## src/rtl/fbfa_pkg.sv

```systemverilog
// Shared constants, result type and a reference-sum helper for the registered ripple adder.
package fbfa_pkg;

    localparam int FBFA_DEFAULT_WIDTH = 4;
    localparam int FBFA_MAX_WIDTH     = 32;

    typedef struct packed {
        logic        cout;
        logic [31:0] sum;
    } fbfa_result_t;

    // Arithmetic (non-ripple) golden sum of the low 'width' bits, used by the bench.
    function automatic fbfa_result_t fbfa_ref_sum(
        input logic [31:0] a,
        input logic [31:0] b,
        input logic        cin,
        input int unsigned width
    );
        fbfa_result_t res;
        logic [31:0]  mask;
        logic [32:0]  full;
        mask     = (width >= 32'd32) ? 32'hFFFF_FFFF : ((32'd1 << width) - 32'd1);
        full     = {1'b0, a & mask} + {1'b0, b & mask} + {32'd0, cin};
        res.sum  = full[31:0] & mask;
        res.cout = full[width];
        return res;
    endfunction

endpackage

```

## src/rtl/full_adder_bit.sv

```systemverilog
// One stage of the ripple chain: single-bit full adder.
module full_adder_bit (
    input  logic i_a,
    input  logic i_b,
    input  logic i_ci,
    output logic o_s,
    output logic o_co
);

    assign o_s  = i_a ^ i_b ^ i_ci;
    assign o_co = (i_a & i_b) | (i_ci & (i_a ^ i_b));

endmodule

```

## src/rtl/four_bit_full_adder.sv

```systemverilog
// Registered WIDTH-bit ripple-carry adder with carry-out, signed overflow and valid.
// Optional subtract mode (a - b via a + ~b + 1) enabled by defining FBFA_SUB_EN.
module four_bit_full_adder
    import fbfa_pkg::*;
#(
    parameter int WIDTH = FBFA_DEFAULT_WIDTH
) (
    input  logic             clk,
    input  logic             rst_n,
    input  logic             in_valid,
    input  logic [WIDTH-1:0] a,
    input  logic [WIDTH-1:0] b,
    input  logic             cin,
`ifdef FBFA_SUB_EN
    input  logic             sub,
`endif
    output logic [WIDTH-1:0] sum,
    output logic             cout,
    output logic             ovf,
    output logic             out_valid
);

    logic [WIDTH-1:0] w_b_eff;
    logic             w_cin_eff;
    logic [WIDTH:0]   w_c;
    logic [WIDTH-1:0] w_s;

    logic [WIDTH-1:0] r_sum;
    logic             r_cout;
    logic             r_ovf;
    logic             r_out_valid;

`ifdef FBFA_SUB_EN
    // Subtract inverts b and forces the carry-in high, ignoring cin.
    assign w_b_eff   = sub ? ~b : b;
    assign w_cin_eff = sub ? 1'b1 : cin;
`else
    assign w_b_eff   = b;
    assign w_cin_eff = cin;
`endif

    assign w_c[0] = w_cin_eff;

    genvar gi;
    generate
        for (gi = 0; gi < WIDTH; gi++) begin : g_stage
            full_adder_bit u_fa (
                .i_a  (a[gi]),
                .i_b  (w_b_eff[gi]),
                .i_ci (w_c[gi]),
                .o_s  (w_s[gi]),
                .o_co (w_c[gi+1])
            );
        end
    endgenerate

    // Result registers load only on valid; the valid flag itself tracks in_valid every cycle.
    always_ff @(posedge clk or negedge rst_n) begin
        if (!rst_n) begin
            r_sum       <= '0;
            r_cout      <= 1'b0;
            r_ovf       <= 1'b0;
            r_out_valid <= 1'b0;
        end else begin
            r_out_valid <= in_valid;
            if (in_valid) begin
                r_sum  <= w_s;
                r_cout <= w_c[WIDTH];
                r_ovf  <= w_c[WIDTH] ^ w_c[WIDTH-1];
            end else begin
                r_sum  <= r_sum;
                r_cout <= r_cout;
                r_ovf  <= r_ovf;
            end
        end
    end

    assign sum       = r_sum;
    assign cout      = r_cout;
    assign ovf       = r_ovf;
    assign out_valid = r_out_valid;

endmodule

```

## config.mk

```make
export PLATFORM = sky130hd
export DESIGN_NAME = four_bit_full_adder
export DESIGN_NICKNAME = d
export VERILOG_FILES = /design/src/rtl/fbfa_pkg.sv /design/src/rtl/full_adder_bit.sv /design/src/rtl/four_bit_full_adder.sv
export SDC_FILE = /design/constraint.sdc
export NUM_CORES = 1
export LEC_CHECK = 0
export ABC_CLOCK_PERIOD_IN_PS = 950
export BUFFER_PORTS_ARGS = -buffer_cell sky130_fd_sc_hd__buf_4
export CAP_MARGIN = 0
export CELL_PAD_IN_SITES_DETAIL_PLACEMENT = 1
export CELL_PAD_IN_SITES_GLOBAL_PLACEMENT = 2
export CORE_MARGIN = 2
export CORE_UTILIZATION = 25
export DETAILED_ROUTE_END_ITERATION = 10
export PLACE_DENSITY_LB_ADDON = 0.1
export RECOVER_POWER = 25
export SLEW_MARGIN = 10
export SYNTH_ARGS = -nofsm -noshare
export SYNTH_HDL_FRONTEND = slang
export SYNTH_SLANG_ARGS = --single-unit
```

## constraint.sdc

```tcl
create_clock -name clk -period 0.95 [get_ports clk]
set_input_delay 0.095 -clock clk [delete_from_list [all_inputs] [get_ports clk]]
set_output_delay 0.095 -clock clk [all_outputs]
set_load 0.05 [all_outputs]
```

## After elaboration in Yosys (flattened, before gate mapping)

Cells that the tools add are included.

| storage, ports and cells | value |
|---|---|
| bits in registers | 7 |
| input bits | 12 |
| output and inout bits | 7 |
| logic and storage cells | 25 |

| operators by class | value |
|---|---|
| bitwise operators | 21 |

Operators with widths:

| cell | count |
|---|---|
| bitwise XOR 1 bit | 9 |
| AND 1 bit | 8 |
| OR 1 bit | 4 |

## Depth between registers and ports, before layout

Gate-level depths: netlist of the first run.

| depth | value |
|---|---|
| depth in word-level cells | 10 |
| gate-level depth with buffers | 9 |
| mapped depth without buffers | 9 |

## Cells and area by module

From an unflattened synthesis of the first run, not the netlist that was laid out.

| second synthesis, totals | value |
|---|---|
| cells, all modules | 20 |
| area, all modules | 359.1 µm² |

By module, submodules not included:

| module | instances | cells each | area each (µm²) |
|---|---|---|---|
| four_bit_full_adder | 1 | 16 | 279.0 |
| full_adder_bit | 4 | 1 | 20.0 |

## Worst setup path after synthesis of the first run

No wires, ideal clock.

| timing path | value |
|---|---|
| kind | input -> register |
| from | input a[0] |
| to | register r_ovf (netlist: ovf) |
| data arrival time | 1.699 ns |
| data required time | 0.825 ns |
| path slack | -0.874 ns |
| stages | 9 |
| path through | fa_1 inv_1 fa_1 inv_1 fa_1 inv_1 fa_1 xnor2_1 mux2_4 |

| between the ends | value |
|---|---|
| longest elaborated chain between the ends | 10 |
| elaborated cells on any way between the ends | 11 |
| classes of those cells | bitwise (11) |

RTL lines:

| item | line | source |
|---|---|---|
| start, declared | four_bit_full_adder.sv:11 | `input logic [WIDTH-1:0] a,` |
| bitwise XOR 1 bit | full_adder_bit.sv:11 | `assign o_co = (i_a & i_b) \| (i_ci & (i_a ^ i_b));` |
| AND 1 bit | full_adder_bit.sv:11 |  |
| OR 1 bit * | full_adder_bit.sv:11 |  |
| AND 1 bit * | full_adder_bit.sv:11 |  |
| OR 1 bit * | full_adder_bit.sv:11 |  |
| AND 1 bit * | full_adder_bit.sv:11 |  |
| OR 1 bit * | full_adder_bit.sv:11 |  |
| AND 1 bit | full_adder_bit.sv:11 |  |
| OR 1 bit | full_adder_bit.sv:11 |  |
| bitwise XOR 1 bit * | four_bit_full_adder.sv:69 | `r_ovf <= w_c[WIDTH] ^ w_c[WIDTH-1];` |
| end signal, assigned | four_bit_full_adder.sv:69 |  |
| end signal, assigned | four_bit_full_adder.sv:73 | `r_ovf <= r_ovf;` |
| end, declared | four_bit_full_adder.sv:30 | `logic r_ovf;` |

Mark *: on every way between the ends. The rest lies on a longest branch, timed or not.
A chain may end at the register's enable or synchronous reset.

## Worst setup path after layout of the first run

Ends and elaborated chain as after synthesis.

==> results of run 1 <==
-- cell type report --
type | count | area share
Multi-Input combinational cell | 13 | 0.302
Timing Repair Buffer | 22 | 0.289
Sequential cell | 7 | 0.285
Inverter | 8 | 0.0486
Clock buffer | 4 | 0.0425
Tap cell | 16 | 0.0324
-- through the flow --
stage	setup TNS, ps	hold WS, ps	setup WS, ps	instance area [um2]
after floorplan	-2850	-201	-797	389
after global placement	-3780	-93.8	-951	548
after detailed placement	-3880	-89.6	-980	548
after CTS	-2450	50.3	-691	614
after global routing	-2670	56.0	-739	618
final	-2410	66.8	-689	618
-- state kept, by name, indices dropped and copies added, names as in the netlist --
signal / flops
cout: 1
ovf: 1
sum: 4
out_valid: 1
-- power breakdown --
| part | internal [mW] | switching [mW] | leakage (nW) |
|---|---|---|---|
| registers | 0.354 | 0.0317 | 0.0796 |
| clock network | 0.160 | 0.0998 | 0.0150 |
| logic | 0.214 | 0.295 | 0.217 |
-- critical path, cell delays in order --
cell	delay, ps
sky130_fd_sc_hd__buf_6	90
sky130_fd_sc_hd__fa_2	370
sky130_fd_sc_hd__inv_2	60
sky130_fd_sc_hd__fa_2	180
sky130_fd_sc_hd__inv_2	40
sky130_fd_sc_hd__fa_2	340
sky130_fd_sc_hd__inv_2	60
sky130_fd_sc_hd__fa_2	220
sky130_fd_sc_hd__xnor2_2	60
sky130_fd_sc_hd__mux2_4	250
-- routing by layer --
metal,track usage,part of all wire
met5,0,0
met4,0.131,0.030
met3,0.0170,0.085
met2,0.142,0.46
met1,0.100,0.42
-- final timing paths --
| check | end | slack [ps] | cells after the start | startpoint |
|---|---|---|---|---|
| worst max-delay path | ovf$_DFFE_PN0P_ | -690 | 10 | a[0] |
| worst min-delay path | out_valid$_DFF_PN0_ | 70 | 1 | in_valid |
| worst max register to register | sum[0]$_DFFE_PN0P_ | 160 | 1 | sum[0]$_DFFE_PN0P_ |
| worst min register to register | sum[2]$_DFFE_PN0P_ | 520 | 1 | sum[2]$_DFFE_PN0P_ |
| max in group asynchronous | sum[0]$_DFFE_PN0P_ | 380 | 2 | rst_n |
| min in group asynchronous | sum[3]$_DFFE_PN0P_ | 270 | 2 | rst_n |
-- what timing repair did --
action | 4_1_cts | 5_1_grt
buffers inserted | 1 | 1
resized for setup | 5 | 3
setup endpoints to repair | 5 | 6
pin swaps | 0 | 1
hold buffers | 1 | 0
endpoints found under the hold margin | 7 | 0
-- cells by family after synthesis --
| logic type | share of synthesized area |
|---|---|
| compound gates | 0.0265 |
| buf+inv | 0.109 |
| xor+xnor | 0.0232 |
| simple gates | 0.0199 |
| flops | 0.464 |
| mux | 0.146 |
| fa+ha+maj | 0.212 |
-- cell usage in the layout, fill, tap and decap left out --
cell type	instances
sky130_fd_sc_hd__nor2_1	2
sky130_fd_sc_hd__dlygate4sd3_1	1
sky130_fd_sc_hd__clkbuf_1	2
sky130_fd_sc_hd__inv_1	5
sky130_fd_sc_hd__dfrtp_1	6
sky130_fd_sc_hd__a21oi_2	2
sky130_fd_sc_hd__mux2i_1	1
sky130_fd_sc_hd__buf_4	16
sky130_fd_sc_hd__mux2_4	3
sky130_fd_sc_hd__buf_6	4
sky130_fd_sc_hd__clkbuf_4	3
sky130_fd_sc_hd__inv_2	3
sky130_fd_sc_hd__xnor2_2	1
sky130_fd_sc_hd__fa_2	4
sky130_fd_sc_hd__dfrtp_2	1
==> results.md, run 1 <==
- The number of inserted filler cells in the final layout is 174.
- The final-report max-slew violation count came to 0.
- For this run, the number of standard cells in the final layout without fillers is 70.
- The most area-hungry cell type in the Yosys netlist is sky130_fd_sc_hd__dfrtp_1.
- The die extent in x is 42.9 um.
- The number of global-route vias before repair is 310.
- The total global routing overflow is 0.
- The clock drives 7 sinks.
- The placement row count is 14.
- The Yosys step of the flow raised 0 warnings.
- After detailed routing, the average wire length per cell comes to 9.93 um.
- By count the netlist is led by sky130_fd_sc_hd__inv_1 (8), sky130_fd_sc_hd__dfrtp_1 (7), sky130_fd_sc_hd__fa_1 (4), sky130_fd_sc_hd__mux2_4 (3).
- The smallest clock period supported by the final layout is computed as 1640 ps.
- Setup repair after global routing could not meet its margin everywhere.
- The half-perimeter wire length after detailed placement is 583 um.
- Derived from the worst setup path, the maximum achievable clock frequency is 610 MHz.
- IR analysis of the VDD net gives a maximum drop of 0.428 mV.
- The placer's final routability congestion estimate is 0.591.
- The overall track demand over capacity in global routing is 0.0969.
- The power density over cell area is 1870 nW/um2.
- Of all nets on the critical path, the largest fanout is 2.
- In this run, the number of DRC markers left after iteration 0 of detailed routing was 0.
- After clock tree synthesis, the clock-pin slew on the worst setup and hold paths is 50 ps.
- The sequential-to-total area share from yosys stat is 0.464.
- The final standard cell utilization of the core is 0.425.
- For this design the static power due to leakage is 0.312 nW.
- The dominant register cell in the synthesized netlist is sky130_fd_sc_hd__dfrtp_1.
- The number of failing hold endpoints at the final stage is 0.
- The y dimension of the die is 42.9 um.
- Of all flip-flops after synthesis, the portion carrying an async set or reset was 1.00.
- CTS built an H-tree with a depth of 1.
- From synthesis to final layout, the design area changed by 63.6%.
- The core region is 1450 um2.
- The number of nets handed over by synthesis was 45.
- The total chip power is 1.15 mW.
- The die covers 1840 um2.
- Ranked by total cell area, the synthesized netlist is headed by sky130_fd_sc_hd__dfrtp_1 (46%), sky130_fd_sc_hd__fa_1 (21%), sky130_fd_sc_hd__mux2_4 (12%), sky130_fd_sc_hd__inv_1 (7.9%), sky130_fd_sc_hd__buf_6 (3.0%).
- For the pin with the worst max-slew slack, the measured transition is 376 ps.
- The cell at the root of the clock tree is sky130_fd_sc_hd__clkbuf_4.
- The effective utilization at floorplan is 0.260.
- The I/O pin total is 19.
- The max-capacitance violation count is 0.
- Counting tap cells, the placed design contains a total of 64 instances.
- The classification of the worst-slack hold path is in2reg.
- A synthesized cell averages 13.0 um2.
- The first global-routing pass estimated 1240 um of wire.
- The maximum root-to-sink buffer count is 2.
- The clock tree from TritonCTS is built.
- The final layout contains routed wiring with a total length of 695 um.
- The checks that failed: setup timing.
- The capturing element type of the critical path is a flip-flop.
- The run finished, with violations left.
- The worst setup skew after layout is 0 ps.
- Synthesis handed over a netlist of 29 instances.
- The number of antenna diodes in the final layout is 0.
- The number of buffers inserted during clock tree synthesis is 3.
- After synthesis the cells add up to 378 um2.
- In this run the tightest slew margin relative to its limit is 0.749.
- The detailed router placed 279 vias in this run.
- The remaining design rule violation count is 0.
- The flop and latch count out of synthesis is 7.
- Clock latency on the worst-skew pair, taken at its later pin, is 240 ps.
- The distinct cell type count of the synthesized netlist is 9.
- The port buffer count is 18.
- The number of antenna violations at the first check in global routing came to 0.
- The share of synthesized area in the top cell type comes to 0.464.
- The critical path data arrival time is 1770 ps.
- For the worst setup path, the data required time is 1080 ps.
- The count of nets left with antenna violations once routing finished came out at 0.
- By startpoint and endpoint, the worst setup path is classified as in2reg.
- The critical path startpoint category is an input pin.
- The area of combinational cells with multiple inputs is 186 um2.
- Once routing completed, OpenROAD measured the worst setup slack at -689 ps.
- The total area of sequential cells is 176 um2.
- Dividing the final minimum period by the clock period gives 1.73.
- The fraction of final layout cells sized beyond drive strength 1 is 0.685.
- Using the TritonRoute via totals, the vias-per-cell ratio works out to 3.99.
- Entering global routing, the biggest net connects 10 pins.
- The first-pass iteration count of the detailed router is 1.
- Counting flops with a built-in enable in the synthesized netlist gives 0.
- The most frequent cell after synthesis is sky130_fd_sc_hd__inv_1.
- The setup violation total in the final timing report is 5.
- The net count of the finished layout is 71.
(Power assumes the default switching activity.)
==> run 2, diff against run 1 <==
--- a/config.mk
+++ b/config.mk
@@ -5,13 +5,14 @@
 export SDC_FILE = /design/constraint.sdc
 export NUM_CORES = 1
 export LEC_CHECK = 0
+export ABC_AREA = 1
 export ABC_CLOCK_PERIOD_IN_PS = 950
 export BUFFER_PORTS_ARGS = -buffer_cell sky130_fd_sc_hd__buf_4
 export CAP_MARGIN = 0
 export CELL_PAD_IN_SITES_DETAIL_PLACEMENT = 1
 export CELL_PAD_IN_SITES_GLOBAL_PLACEMENT = 2
 export CORE_MARGIN = 2
-export CORE_UTILIZATION = 25
+export CORE_UTILIZATION = 22
 export DETAILED_ROUTE_END_ITERATION = 10
 export PLACE_DENSITY_LB_ADDON = 0.1
 export RECOVER_POWER = 25
==> results.md, run 2 <==
- The critical path data arrival time is 1810 ps (+40 ps).
- Tracing the worst setup path back leads to its startpoint at a[0].
- The number of antenna violations at the first check in global routing is 0 (unchanged).
- The combinational group share of total power was 0.389 (-0.052).
- The non-filler instance count after layout is 78 (+11%).
- The cell at the root of the clock tree is sky130_fd_sc_hd__clkbuf_4.
- The net count of the finished layout is 79 (+11%).
- The I/O pin total is 19 (unchanged).
- Yosys attributes the largest share of cell area to sky130_fd_sc_hd__dfrtp_1 (48%), sky130_fd_sc_hd__fa_1 (22%), sky130_fd_sc_hd__nand2_1 (13%), sky130_fd_sc_hd__inv_1 (8.3%), sky130_fd_sc_hd__o21ai_1 (2.8%).
- The area of placed instances is 527 um2 (-3.9%).
- The number of warnings issued by yosys is 0 (unchanged).
- The remaining design rule violation count came to 0 (unchanged).
- The number of synthesized flops with an enable pin is 0 (unchanged).
- The floorplan core area is 1520 um2 (+4.8%).
- The final standard cell utilization of the core came to 0.388 (-0.0368).
- The total nets after synthesis is 53 (+18%).
- The library cell used most frequently in the layout, excluding fill and tap cells, is sky130_fd_sc_hd__buf_4.
- The flop and latch count out of synthesis is 7 (unchanged).
- The reg2reg setup slack is 320 ps (+160 ps).
- The worst setup path is launched from an input pin.
- The overall routed net length is 813 um (+17%).
- The placement row count is 14 (unchanged).
- The endpoint of the worst-slack reg-to-reg timing path is sum[3]$_DFFE_PN0P_.
- The portion of total power attributed to the clock network is 0.265 (+0.040).
- The worst hold path belongs to the class in2reg.
- The die extent in x was 44.5 um (+3.9%).
- The pin count of the biggest net entering global routing is 10 (unchanged).
- The switching part of the total power is 0.377 (+0.00759).
- The post-synthesis instance total is 37 (+28%).
- The y dimension of the die was 44.5 um (+3.9%).
- The total global routing overflow came to 0 (unchanged).
- The setup slack of the critical path after layout is -677 ps (+12.0 ps).
- The final antenna diode count is 0 (unchanged).
- The relative contribution of sequential cells to total power was 0.346 (+0.012).
- The net switching power figure is 0.395 mW (-7.4%).
- The distinct cell type count of the synthesized netlist was 8 (-1).
- The most area-hungry cell type in the Yosys netlist is sky130_fd_sc_hd__dfrtp_1.
- The setup violation total in the final timing report is 5 (unchanged).
- The number of global-route vias before repair was 341 (+10%).
- The checks that failed: setup timing.
- TritonCTS built the clock tree.
- The tightest hold margin is 238 ps (+171 ps).
- The placed cell count is 71 (+11%).
- The slew at the pin closest to its max-slew limit was 361 ps (-14.9 ps).
- The via density per instance was 4.19 (+5.2%).
- The max-capacitance violation count is 0 (unchanged).
- The sequential-to-total area share from yosys stat is 0.484 (+0.0209).
- The overall track demand over capacity in global routing came to 0.101 (+0.00455).
- The final-report max-slew violation count is 0 (unchanged).
- The flip-flop count of the largest register after layout is 4 (unchanged).
- In the layout the commonest cells are sky130_fd_sc_hd__buf_4 (16), sky130_fd_sc_hd__nand2_1 (13), sky130_fd_sc_hd__dfrtp_1 (7), sky130_fd_sc_hd__inv_2 (5).
- The fmax is 615 MHz (+0.74%).
- The startpoint identified for the worst register-to-register timing path is sum[3]$_DFFE_PN0P_.
- The maximum vdd ir drop was 0.522 mV (+22%).
- The most frequent cell after synthesis is sky130_fd_sc_hd__nand2_1.
- The placer's final routability congestion estimate is 0.610 (+3.3%).
- The effective utilization at floorplan came to 0.237 (-0.0226).
- STA classifies the critical path endpoint as a flip-flop.
- The power density over cell area is 1770 nW/um2 (-5.2%).
- The first-pass GRT wire length came to 1290 um (+4.5%).
- Counting instances in the post-synthesis netlist gives the leading cell types as sky130_fd_sc_hd__nand2_1 (13), sky130_fd_sc_hd__inv_1 (8), sky130_fd_sc_hd__dfrtp_1 (7), sky130_fd_sc_hd__fa_1 (4), sky130_fd_sc_hd__o21ai_1 (2).
- For this run, the leading register cell type out of synthesis is sky130_fd_sc_hd__dfrtp_1.
- The worst hold endpoint is sum[2]$_DFFE_PN0P_.
- The number of instances on the worst hold path is 4 (+3).
- The worst setup skew after layout is 0 ps (unchanged).
- The first-pass iteration count of the detailed router is 2 (+1).
- The maximum root-to-sink buffer count is 2 (unchanged).
- The clock net sink count is 7 (unchanged).
- The share of flip-flops with an asynchronous set or reset is 1.00 (unchanged).
- The number of failing hold endpoints at the final stage is 0 (unchanged).
- The total vias in the final route is 327 (+17%).
- Setup repair after global routing could not meet its margin everywhere.
- The critical path is of the in2reg type.
- The area enclosed by the die boundary is 1980 um2 (+7.9%).
- The remaining antenna violation count was 0 (unchanged).
- The flow ran to the end, but the final reports show violations.
- The average cell area after synthesis is 9.77 um2 (-25%).
- The port buffer count is 18 (unchanged).
- The final critical-path share of the clock period is 1.71 (-0.0126).
- The clock slew seen by the registers of the worst setup and hold paths is 50 ps (about the same).
- The required time of the critical path was 1130 ps (+50 ps).
- The top fanout value on the critical path was 2 (unchanged).
- The later-pin clock latency in the skew report is 250 ps (about the same).
- The static leakage is 0.311 nW (-0.18%).
- The worst hold path begins at b[2].
- The setup TNS is -2110 ps (+301 ps).
- The worst slew slack as a fraction of its limit is 0.759 (+0.00995).
- The post-route minimum period is 1630 ps (-12.0 ps).
- The number of inserted filler cells in the final layout came to 189 (+8.6%).
- The H-tree depth is 1 (unchanged).
- The number of violations reported at the end of detailed-routing iteration 0 is 2 (+2).
- The fraction of final layout cells sized beyond drive strength 1 is 0.532 (-0.153).
- The proportion of netlist area held by the largest area contributor came to 0.484 (+0.0209).
- The depth of the worst register-to-register path is 2 (+1).
- The cell-internal power is 0.653 mW (-10%).
- The post-synthesis instance area was 362 um2 (-4.3%).
- The final design area excluding fillers is 592 um2 (-4.3%).
- The average wire length per cell after detail routing is 10.4 um (+5.0%).
- The area growth from synthesis to final layout was 63.7% (about the same).
- The number of buffers inserted during clock tree synthesis is 3 (unchanged).
[run 2: cell types whose count changed after synthesis, moves of 2 or more]
cell / previous run / this run
sky130_fd_sc_hd__mux2_4: 3 / 0
sky130_fd_sc_hd__a21oi_1: 2 / 0
sky130_fd_sc_hd__nor2_1: 2 / 0
sky130_fd_sc_hd__nand2_1: 0 / 13
sky130_fd_sc_hd__o21ai_1: 0 / 2
[run 2: routing by layer]
layer  GRT usage  share of wire
met2       0.162           0.51
met1      0.0916           0.37
met4       0.145          0.023
met3      0.0163          0.097
met5           0              0
[run 2: layout make-up]
type | instances | area [um2] | area share
clock buffer | 4 | 26.3 | 0.0444
inverter | 9 | 33.8 | 0.0571
multi-input combinational | 21 | 170 | 0.288
sequential | 7 | 175 | 0.296
tap | 16 | 20.0 | 0.0338
timing repair buffer | 21 | 166 | 0.281
[run 2: worst max-delay path by stage]
stage | to | slack (ps) | cells after the start
5_1_grt | sum[3]$_DFFE_PN0P_ | -740 | 9
2_1_floorplan | sum[3]$_DFFE_PN0P_ | -770 | 8
4_1_cts | sum[3]$_DFFE_PN0P_ | -680 | 9
6_report | sum[3]$_DFFE_PN0P_ | -680 | 9
3_5_place_dp | sum[3]$_DFFE_PN0P_ | -1000 | 9
3_3_place_gp | sum[3]$_DFFE_PN0P_ | -940 | 9
[run 2: worst max-delay path, cell delays in order]
cell and delay (ps):
sky130_fd_sc_hd__buf_6 90, sky130_fd_sc_hd__fa_2 380, sky130_fd_sc_hd__inv_2 60, sky130_fd_sc_hd__fa_2 180
sky130_fd_sc_hd__inv_2 40, sky130_fd_sc_hd__fa_2 340, sky130_fd_sc_hd__inv_2 70, sky130_fd_sc_hd__fa_2 430
sky130_fd_sc_hd__o21ai_2 120
[run 2: power by group through the flow]
stage	registers, mW	logic (mW)	clock network [mW]
4_1_cts	0.365	0.410	0.290
6_report	0.363	0.407	0.277
2_1_floorplan	0.521	0.0885	0
3_5_place_dp	0.369	0.388	0
5_1_grt	0.369	0.438	0.297
3_3_place_gp	0.366	0.379	0
[run 2: cells by family after synthesis]
family,count (synthesis),share of synthesized area
simple gates,14,0.149
flops,7,0.484
fa+ha+maj,4,0.221
buf+inv,9,0.0934
compound gates,3,0.0519
[run 2: per-stage QoR]
stage / setup WS [ps] / total power, mW
2_1_floorplan: -769 / 0.609
3_3_place_gp: -937 / 0.745
3_5_place_dp: -997 / 0.757
4_1_cts: -680 / 1.07
5_1_grt: -739 / 1.10
6_report: -677 / 1.05
[run 2: what timing repair did]
item                                    in CTS  in global routing
resized for setup                            3                  2
pin swaps                                    3                  3
hold buffers                                 2                  0
endpoints found under the setup margin       5                  5
hold endpoints to repair                     8                  0
setup buffers                                1                  0
